--- src/rtl/ov2640_dvp_capture.sv ---
// OV2640 DVP capture: pairs bytes into RGB565 pixels with x/y and frame markers after AEC/AWB skip.
// Optional size/alignment checking and out-of-range pixel suppression under DVP_SIZE_CHECK_EN.
module ov2640_dvp_capture #(
   parameter int unsigned H_ACTIVE    = 800,
   parameter int unsigned V_ACTIVE    = 600,
   parameter int unsigned SKIP_FRAMES = 10,
   parameter bit          VSYNC_POL   = 1'b1
) (
   input  logic        clk,
   input  logic        reset_n,
   input  logic        init_ready,
   input  logic        vsync,
   input  logic        href,
   input  logic [7:0]  din,
   output logic [15:0] pixel_data,
   output logic        pixel_valid,
   output logic [11:0] pixel_x,
   output logic [11:0] pixel_y,
   output logic        frame_start,
   output logic        frame_end,
   output logic [7:0]  frame_count,
   output logic        size_err
);

`ifdef DVP_SIZE_CHECK_EN
   localparam bit SizeCheck = 1'b1;
`else
   localparam bit SizeCheck = 1'b0;
`endif
   localparam logic [11:0] HMax     = 12'(H_ACTIVE);
   localparam logic [11:0] VMax     = 12'(V_ACTIVE);
   localparam logic [15:0] SkipLast = 16'(SKIP_FRAMES - 1);

   typedef enum logic [1:0] {StWaitInit, StSkip, StSync, StActive} state_e;

   state_e      state_q, state_d;
   logic        vsync_q, href_q, init_q, vs_prev_q;
   logic [7:0]  din_q;
   logic [15:0] skip_q, skip_d;
   logic        phase_q, phase_d;
   logic [7:0]  hi_q, hi_d;
   logic [11:0] x_q, x_d, y_q, y_d;
   logic [15:0] data_q, data_d;
   logic        valid_q, valid_d, fs_q, fs_d, fe_q, fe_d, err_q, err_d;
   logic [11:0] px_q, px_d, py_q, py_d;
   logic [7:0]  fcnt_q, fcnt_d;
   logic        vs_act, vs_rise, vs_fall;

   // vs_act is high during blanking regardless of sensor polarity
   assign vs_act  = VSYNC_POL ? vsync_q : ~vsync_q;
   assign vs_rise = vs_act & ~vs_prev_q;
   assign vs_fall = ~vs_act & vs_prev_q;

   always_ff @(posedge clk) begin
      if (!reset_n) begin
         vsync_q   <= 1'b0;
         href_q    <= 1'b0;
         din_q     <= '0;
         init_q    <= 1'b0;
         vs_prev_q <= 1'b0;
         state_q   <= StWaitInit;
         skip_q    <= '0;
         phase_q   <= 1'b0;
         hi_q      <= '0;
         x_q       <= '0;
         y_q       <= '0;
         data_q    <= '0;
         valid_q   <= 1'b0;
         px_q      <= '0;
         py_q      <= '0;
         fs_q      <= 1'b0;
         fe_q      <= 1'b0;
         fcnt_q    <= '0;
         err_q     <= 1'b0;
      end else begin
         vsync_q   <= vsync;
         href_q    <= href;
         din_q     <= din;
         init_q    <= init_ready;
         vs_prev_q <= vs_act;
         state_q   <= state_d;
         skip_q    <= skip_d;
         phase_q   <= phase_d;
         hi_q      <= hi_d;
         x_q       <= x_d;
         y_q       <= y_d;
         data_q    <= data_d;
         valid_q   <= valid_d;
         px_q      <= px_d;
         py_q      <= py_d;
         fs_q      <= fs_d;
         fe_q      <= fe_d;
         fcnt_q    <= fcnt_d;
         err_q     <= err_d;
      end
   end

   always_comb begin
      state_d = state_q;
      skip_d  = skip_q;
      phase_d = phase_q;
      hi_d    = hi_q;
      x_d     = x_q;
      y_d     = y_q;
      data_d  = data_q;
      valid_d = 1'b0;
      px_d    = px_q;
      py_d    = py_q;
      fs_d    = 1'b0;
      fe_d    = 1'b0;
      fcnt_d  = fcnt_q;
      err_d   = err_q;
      unique case (state_q)
         StWaitInit: begin
            if (init_q) begin
               skip_d  = '0;
               state_d = (SKIP_FRAMES == 0) ? StSync : StSkip;
            end
         end
         StSkip: begin
            if (vs_rise) begin
               if (skip_q == SkipLast) state_d = StSync;
               else                    skip_d  = skip_q + 16'd1;
            end
         end
         StSync: begin
            if (vs_fall) state_d = StActive;
         end
         StActive: begin
            // vsync wins over a coincident byte
            if (vs_rise) begin
               state_d = StSync;
               fe_d    = 1'b1;
               fcnt_d  = fcnt_q + 8'd1;
               if (SizeCheck && (y_q != VMax)) err_d = 1'b1;
            end else if (href_q) begin
               phase_d = ~phase_q;
               if (!phase_q) begin
                  hi_d = din_q;
               end else begin
                  valid_d = !SizeCheck || ((x_q < HMax) && (y_q < VMax));
                  if (valid_d) begin
                     data_d = {hi_q, din_q};
                     px_d   = x_q;
                     py_d   = y_q;
                  end
                  fs_d = valid_d && (x_q == '0) && (y_q == '0);
                  if (x_q != '1) x_d = x_q + 12'd1;
               end
            end else if ((x_q != '0) || phase_q) begin
               // href fell: drop any half pixel and close the line
               phase_d = 1'b0;
               x_d     = '0;
               if ((x_q != '0) && (y_q != '1)) y_d = y_q + 12'd1;
               if (SizeCheck && ((x_q != HMax) || phase_q)) err_d = 1'b1;
            end
         end
      endcase
      if (state_q != StActive) begin
         phase_d = 1'b0;
         x_d     = '0;
         y_d     = '0;
      end
      if (!init_ready) begin
         state_d = StWaitInit;
         valid_d = 1'b0;
         fs_d    = 1'b0;
         fe_d    = 1'b0;
         fcnt_d  = fcnt_q;
         err_d   = err_q;
      end
   end

   assign pixel_data  = data_q;
   assign pixel_valid = valid_q;
   assign pixel_x     = px_q;
   assign pixel_y     = py_q;
   assign frame_start = fs_q;
   assign frame_end   = fe_q;
   assign frame_count = fcnt_q;
   assign size_err    = err_q;

endmodule

--- config.mk ---
export PLATFORM = sky130hd
export DESIGN_NAME = ov2640_dvp_capture
export DESIGN_NICKNAME = d
export VERILOG_FILES = /design/src/rtl/ov2640_dvp_capture.sv
export SDC_FILE = /design/constraint.sdc
export NUM_CORES = 1
export LEC_CHECK = 0
export ABC_AREA = 1
export ABC_CLOCK_PERIOD_IN_PS = 1500
export CAP_MARGIN = 20
export CORE_MARGIN = 4
export CORE_UTILIZATION = 50
export DETAILED_ROUTE_END_ITERATION = 10
export PLACE_DENSITY_LB_ADDON = 0.12
export SYNTH_ARGS = -nofsm -noshare
export SYNTH_HDL_FRONTEND = slang
export SYNTH_SLANG_ARGS = --single-unit
export TNS_END_PERCENT = 10
--- constraint.sdc ---
create_clock -name clk -period 1.5 [get_ports clk]
set_input_delay 0.3 -clock clk [delete_from_list [all_inputs] [get_ports clk]]
set_output_delay 0.3 -clock clk [all_outputs]
set_load 0.005 [all_outputs]
-- Yosys cells after proc, flatten, opt, wreduce, memory -nomap -nowiden
Cells that the tools add are included.
- register bits: 114
- output and inout bits: 52
- bits of input ports: 13
- word-level logic and storage cells: 87
- add/subtract/negate cells: 4
- equal/unequal tests: 15
- bitwise operators: 10
- mux-type cells: 18
- reductions and logical operators: 22
- operators by type and width (kind ; count):
    $mux W12 ; 4
    $mux W16 ; 3
    $pmux W16 S2 ; 1
    $add A12 B1 Y12 const B ; 2
    $logic_not A12 Y1 ; 2
    $ne A12 B12 Y1 const B ; 2
    $add A16 B1 Y16 const B ; 1
    $eq A16 B4 Y1 const B ; 1
    $reduce_and A5 Y1 ; 3
    $ne A2 B2 Y1 const B ; 7
    $reduce_and A4 Y1 ; 3
    $reduce_bool A12 Y1 ; 1
    $mux W2 ; 5
    $reduce_and A3 Y1 ; 3
    $add A8 B1 Y8 const B ; 1
    $not A1 Y1 ; 8
    $pmux W2 S4 ; 1
    $reduce_or A6 Y1 ; 1
    $reduce_or A5 Y1 ; 1
    $eq A2 B2 Y1 const B ; 2
    $mux W1 ; 4
    $ne A2 B1 Y1 const B ; 2
    $reduce_bool A2 Y1 ; 2
    $and A1 B1 Y1 ; 2
    other kinds (6) ; 7

-- Depth between registers and ports, before layout
Gate-level depths: netlist (run 1).
- word-level depth: 4
- gate-level depth with buffers: 12
- depth with buffers taken out: 11

-- Worst setup path after synthesis (run 1)
No wires, ideal clock.
- kind: register to register
- start: register x_q[1]
- end: register x_q[5]
- library setup time: 0.132 ns
- stages on the path, launching flop included: 10
- slack: -0.069 ns
- required time: 1.368 ns
- period minus slack after synthesis: 1.569 ns
- buffers on the path: 2
- data arrival time: 1.436 ns
- path through: dfxtp_1 -> ha_1 -> nand2_2 -> nor2_4 -> nand3_2 -> or2_1 -> buf_6 -> buf_8 -> nand3_1 -> a21oi_1
- longest elaborated chain between the ends: 4
- elaborated cells on any way between the ends: 10
- classes of those cells: 1 x add/sub; 2 x eq/ne; 3 x mux; 4 x reduce/logical
- ends and longest elaborated chain (what ; RTL line ; text):
    start, declared ; 42 ; logic [11:0] x_q, x_d, y_q, y_d;
    start signal, assigned ; 65 ; x_q <= '0;
    start signal, assigned ; 85 ; x_q <= x_d;
    $add A12 B1 Y12 / $reduce_bool A12 Y1 (equally long branches) ; 148, 150 ;
    $mux W12 / $logic_or A1 B1 Y1 (equally long branches) ; 148, 150 ;
    $mux W12 / $reduce_bool A2 Y1 (equally long branches) ; -- ;
    $mux W12 / $reduce_and A5 Y1 (equally long branches) ; -- ;
Several ways; a longest one is shown, not always the timed one. The select of a mux whose other input is x is not followed.
A chain may end at the register's enable or synchronous reset.

-- Worst setup path after layout (run 1)
- start: register x_q[1]
- end: register x_q[0]
- longest elaborated chain between the ends: 4
- elaborated cells on any way between the ends: 6
- classes of those cells: 2 x eq/ne; 4 x reduce/logical
- ends and longest elaborated chain (what ; RTL line ; text):
    $reduce_bool A12 Y1 ; 150 ; end else if ((x_q != '0) || phase_q) begin
    $logic_or A1 B1 Y1 ; 150 ;
    $reduce_bool A2 Y1 (no source line) ; -- ;
    $reduce_and A5 Y1 (no source line) * ; -- ;
Every way passes the cells marked *; elsewhere a longest branch is shown, timed or not.

==> metrics.yaml, run 1 <==
place:
  place_area_sq_um: 6480
  place_hpwl_um: 9350
  post-place-ws_ns: -0.181
  numPortBuffers: 63
  routabilityCongestion: 0.901
detailed_routing:
  vias: 5416
  final_antenna_net_count: 0
  drc: 0
  wl_per_cell_um: 13.7
  drtPass1Iterations: 5
  routed_via_density: 5.20
  routed_wl_um: 14300
  drt-initial-drc-count: 308
timing:
  grt_setup_unrepaired: "true"
  finalClockSkew_ns: 0.00596
  setup_viol: 11
  hold_viol: 0
  fmax_mhz: 650
  fin_crit_ns: 1.54
  post-route-period-util_pct: 103
  holdWs_ns: 0.122
  setup_ws_ns: -0.0382
  drv_slew: 0
  fin_tns_setup_ns: -0.198
global_route:
  grt_pass1_vias: 5189
  antenna_found_initial: 0
  grt_max_degree: 42
  grt-ovfl-total: 0
  grt_usage_pct: 22.8
  grt_pass1_wl_um: 23400
power_and_ir_drop:
  power.total_mw: 7.52
  p_leak_nw: 3.16
  power_density_nw_per_um2: 1020
  max-vdd-ir-drop_v: 0.000755
die:
  die_w_um: 111
  start_util_pct: 51.2
  pin_count: 65
  core_sq_um: 10300
  die_y_um: 111
  dieArea_sq_um: 12200
  row_count: 37
critical_path:
  path_buf_inv: 2
  critPathSlowestCell: "dfxtp_4"
  cp-start-kind: "register"
  regToRegSetupSlack_ns: -0.04
  worstPathRequired_ns: 1.91
  slowest_delay_ns: 0.36
  worstPathCellList: "inv_2 > ha_2 > nand2_1 > nor2_1 > nand2_1 > nand2_2 > nand2_4 > nand2_8 > inv_2 > nor2_2 > nor2_2"
  worst-setup-path-type: "register to register"
  critPathTopFamily: "simple AND/OR/NAND/NOR gates"
  crit_fanout: 9
  end_kind: "register"
  worstPathArrival_ns: 1.95
synth:
  synth-seq-cells: 114
  synth.avg_cell_area_sq_um: 6.89
  syn_area_sq_um: 5270
  ys_warn_count: 0
  ys_seq_area_share_pct: 43.3
  syn-num-nets: 784
  ys_types: 37
  syn_inst: 764
hold_path:
  hp-class: "input pin to register"
outcome:
  violations: "setup timing"
  status: "finished with violations"
finish:
  n_fill_cell: 836
  final_net_count: 913
  drive_above_1_share_pct: 22.4
  n_antenna_cell: 0
  final_area_sq_um: 7370
  syn_to_final_growth_pct: 40.0
clock_tree:
  holdBufCountCts: 0
  clkLatencyLatePin_ns: 0.52
  clk_pin_slew_worst_paths_ns: 0.06
  cts_buffer_depth: 2
  clock_sinks: 114
  numCtsBuffers: 17
  cts_tree: "done"
  htreeDepth: 4
  cts-root-buf: "clkbuf_8"
run:
  max_cap_viol_count: 0
-- worst register-to-register path, cell delays in order (launching register included) --
cell and delay (ns):
dfxtp_4 0.36, inv_2 0.07, ha_2 0.16, nand2_1 0.06, nor2_1 0.09, nand2_1 0.10, nand2_2 0.13, nand2_4 0.12
nand2_8 0.12, inv_2 0.06, nor2_2 0.11, nor2_2 0.06
-- layer usage --
layer / share of wire (%) / GRT usage (%)
met1: 44 / 27.9
met2: 49 / 38.8
met4: 1.9 / 9.36
met3: 5.6 / 4.99
met5: 0 / 0
-- cells in the mapped netlist --
library cell	n	share of area, %
buf_2	12	1.1
inv_1	67	4.8
dfxtp_1	114	43
nor4_2	1	0.24
nor4_1	2	0.24
o211ai_1	1	0.14
nand2_4	1	0.21
ha_1	7	1.7
a21oi_1	57	5.4
a21oi_2	1	0.17
nor2_4	2	0.43
clkbuf_2	1	0.095
buf_8	1	0.29
nand3_2	6	1.1
nor2_2	1	0.12
conb_1	1	0.071
nand4_1	8	0.95
and3_1	2	0.24
inv_2	6	0.43
buf_1	3	0.21
xor2_1	9	1.5
nand2_2	3	0.36
a211oi_1	2	0.29
nor3b_1	3	0.43
clkinv_1	1	0.071
clkbuf_1	12	0.86
buf_4	4	0.57
o21ai_0	57	5.4
nor3_1	6	0.57
nand3_1	54	5.1
or2_1	1	0.12
nor2_1	149	11
o21bai_1	4	0.57
nand2_1	160	11
a31oi_1	2	0.24
xnor2_1	2	0.33
buf_6	1	0.21
-- cell usage in the layout, fill, tap and decap left out, types with 8 or more instances in the layout --
master             n
nand2_1          151
nor2_1           135
dfxtp_1           89
buf_4             71
inv_1             62
a21oi_1           53
o21ai_0           51
dlygate4sd2_1     50
nand3_1           46
dfxtp_2           21
clkbuf_16         16
nand3_2           12
nor2_2            12
clkdlybuf4s50_1   11
inv_2             10
xor2_1             9
nand4_1            8
-- power breakdown --
part           total (mW)  switching [mW]  leakage, nW  internal (mW)
Clock                4.19            1.41        0.299           2.78
Sequential           3.07          0.0188        0.935           3.05
Combinational       0.267           0.151         1.92          0.117
Total                7.52            1.58         3.16           5.94
-- registers in the layout (all words and copies together) (netlist names), 2 cells and up --
name,count
pixel_data,16
frame_count,8
hi_q,8
pixel_x,12
pixel_y,12
din_q,8
state_q,2
x_q,12
skip_q,16
y_q,12
-- path summary, 6_finish.rpt --
path	startpoint	endpoint	cells after the start
max	x_q[1]	x_q[0]	11
min	reset_n	state_q[1]	3
max reg2reg	x_q[1]	x_q[0]	11
min reg2reg	vs_act	vs_prev_q	2
-- logic make-up after synthesis --
group | Yosys count | share of synthesized area (%)
buffers and inverters | 108 | 8.65
other | 1 | 0.0712
DFF | 114 | 43.3
adders and majority gates | 7 | 1.66
xor gates and xnor gates | 11 | 1.83
and+or+nand+nor | 399 | 32.2
AOI/OAI and AO/OA | 124 | 12.2
-- stage by stage --
stage               std cells  utilization [%]
floorplan                 764                -
global placement         1001             63.0
detailed placement       1001             63.0
CTS                      1036             69.2
global route             1042             71.7
finish                   1042             71.7
-- final cells by class --
class                      instances  area (sq um)  area share, %
multi-input combinational        542          2750           37.3
sequential                       114          2320           31.5
timing repair buffer             144          1240           16.8
clock buffer                      22           453           6.14
inverter                          74           280           3.80
tap                              136           170           2.31
clock inverter                    10           156           2.12
-- what timing repair did --
| action | CTS | global route |
|---|---|---|
| setup endpoints to repair | 90 | 79 |
| pin swaps | 4 | 23 |
| setup buffers | 3 | 6 |
| gates resized for setup | 80 | 70 |
Power figures use the tool's default switching activity.
==> inputs of run 2 (changes only) <==
--- a/config.mk
+++ b/config.mk
@@ -10,6 +10,7 @@
 export CAP_MARGIN = 20
 export CORE_MARGIN = 4
 export CORE_UTILIZATION = 50
+export CTS_CLUSTER_SIZE = 24
 export DETAILED_ROUTE_END_ITERATION = 10
 export PLACE_DENSITY_LB_ADDON = 0.12
 export SYNTH_ARGS = -nofsm -noshare
==> results of run 2 <==
The final DEF is identical to that of run 1; final timing and power are the same.
==> inputs of run 3 (changes only) <==
--- a/config.mk
+++ b/config.mk
@@ -8,11 +8,14 @@
 export ABC_AREA = 1
 export ABC_CLOCK_PERIOD_IN_PS = 1500
 export CAP_MARGIN = 20
+export CELL_PAD_IN_SITES_DETAIL_PLACEMENT = 1
+export CELL_PAD_IN_SITES_GLOBAL_PLACEMENT = 1
 export CORE_MARGIN = 4
-export CORE_UTILIZATION = 50
+export CORE_UTILIZATION = 36
 export CTS_CLUSTER_SIZE = 24
 export DETAILED_ROUTE_END_ITERATION = 10
 export PLACE_DENSITY_LB_ADDON = 0.12
+export SKIP_CTS_REPAIR_TIMING = 1
 export SYNTH_ARGS = -nofsm -noshare
 export SYNTH_HDL_FRONTEND = slang
 export SYNTH_SLANG_ARGS = --single-unit
==> metrics.yaml, run 3 (synthesis gave the netlist of run 1 again) <==
timing:
  fin_crit_ns: 1.59
  fmax_mhz: 628
  tightest_slew_ns: 0.516
  drv_slew: 0
  holdWs_ns: 0.257
  setup_ws_ns: -0.0921
  hold_viol: 0
  post-route-period-util_pct: 106
  grt_setup_unrepaired: "true"
  finalClockSkew_ns: 0.0108
  max_slew_margin_pct: 65.6
  setup_viol: 11
clock_tree:
  clk_pin_slew_worst_paths_ns: 0.06
  cts_buffer_depth: 2
  cts-root-buf: "clkbuf_16"
  cts_tree: "done"
  numCtsBuffers: 17
  htreeDepth: 4
  clock_sinks: 114
  clkLatencyLatePin_ns: 0.42
detailed_routing:
  wl_per_cell_um: 16.2
  drt-initial-drc-count: 293
  drc: 0
  final_antenna_net_count: 0
  routed_wl_um: 17600
  vias: 5446
  routed_via_density: 5.00
  drtPass1Iterations: 4
critical_path:
  path_buf_inv: 1
  worstPathCellList: "clkdlybuf4s50_1"
  worst-setup-path-type: "register to primary output"
  slowest_delay_ns: 0.50
  r2r_cells: 9
  critPathSlowestCell: "clkdlybuf4s50_1"
  regToRegSetupSlack_ns: -0.06
  r2r_end: "x_q[2]"
  worstPathArrival_ns: 1.29
  crit_fanout: 5
  reg2reg_from: "x_q[1]"
  cp-start-kind: "register"
  worstPathRequired_ns: 1.20
  end_kind: "primary output"
  critPathTopFamily: "buffers and inverters"
place:
  routabilityCongestion: 0.825
  place_hpwl_um: 11400
  placed_cells: 1047
  numPortBuffers: 63
global_route:
  antenna_found_initial: 0
  gr-usage-met1_pct: 24.4
  busiest_layer: "met2"
  grt_usage_pct: 20.4
  grt_pass1_wl_um: 27200
  grt_pass1_vias: 5684
  grt_max_degree: 67
  grt_util_met3_pct: 6.02
  grt-ovfl-total: 0
  use_met2_pct: 35.1
run:
  max_cap_viol_count: 0
hold_path:
  whs_endpoint: "state_q[1]"
  hp-class: "input pin to register"
  holdPathStages: 3
  hold_start: "reset_n"
power_and_ir_drop:
  power_density_nw_per_um2: 923
  max-vdd-ir-drop_v: 0.000775
  power.total_mw: 7.29
  p_leak_nw: 3.90
die:
  pin_count: 65
  start_util_pct: 37.4
  die_y_um: 129
  core_sq_um: 14100
  row_count: 43
  die_w_um: 129
  dieArea_sq_um: 16600
outcome:
  violations: "setup timing"
  status: "finished with violations"
finish:
  post-route-util_pct: 56.0
  syn_to_final_growth_pct: 50.0
  final_net_count: 916
  n_antenna_cell: 0
  finalNonFillerCells: 1089
  mostFrequentLayoutCells: "nand2_1, nor2_1, dfxtp_1"
  drive_above_1_share_pct: 28.4
  layout_commonest_cell: "nand2_1"
==> run 3: how the worst max path moves through the flow <==
stage,startpoint,endpoint,slack [ns],depth (start not counted)
final,frame_count[2],frame_count[2],-0.09,1
after global routing,x_q[1],x_q[5],-0.18,11
after CTS,frame_count[0],frame_count[0],-0.19,1
after detailed placement,init_ready,frame_count[6],-0.15,6
after global placement,init_ready,frame_count[5],-0.08,7
after floorplan,x_q[1],x_q[5],0.03,9
==> run 3: report_power, final <==
group	total (mW)	switching (mW)	leakage [nW]	internal (mW)
registers	3.06	0.0165	0.938	3.04
logic	0.272	0.157	2.69	0.114
clock network	3.96	1.58	0.277	2.39
==> run 3: area by class of cell <==
cell class	instances	area, sq um
fill	1704	6200
multi-input combinational	543	2980
sequential	114	2330
timing repair buffer	146	1490
clock buffer	19	453
inverter	74	290
tap	180	225
clock inverter	13	128
==> run 3: per-stage QoR <==
step,setup TNS (ns),setup WS [ns],area (sq um)
floorplan,0,0.0262,5280
finish,-0.289,-0.0921,7900
global placement,-0.469,-0.0849,6560
CTS,-7.58,-0.187,7140
detailed placement,-2.73,-0.151,6560
global route,-4.29,-0.180,7900
==> run 3: routing by layer <==
| metal | wire (um) | part of all wire (%) |
|---|---|---|
| met5 | 0 | 0 |
| met4 | 297 | 1.7 |
| met3 | 690 | 3.9 |
| met2 | 9080 | 52 |
| met1 | 7540 | 43 |
==> run 3: worst register-to-register path: cells and delay by family (launching register included) <==
kind          cells  cell delay [ns]
simple gates      7             0.87
flops             1             0.37
buf+inv           1             0.06
fa+ha+maj         1             0.15
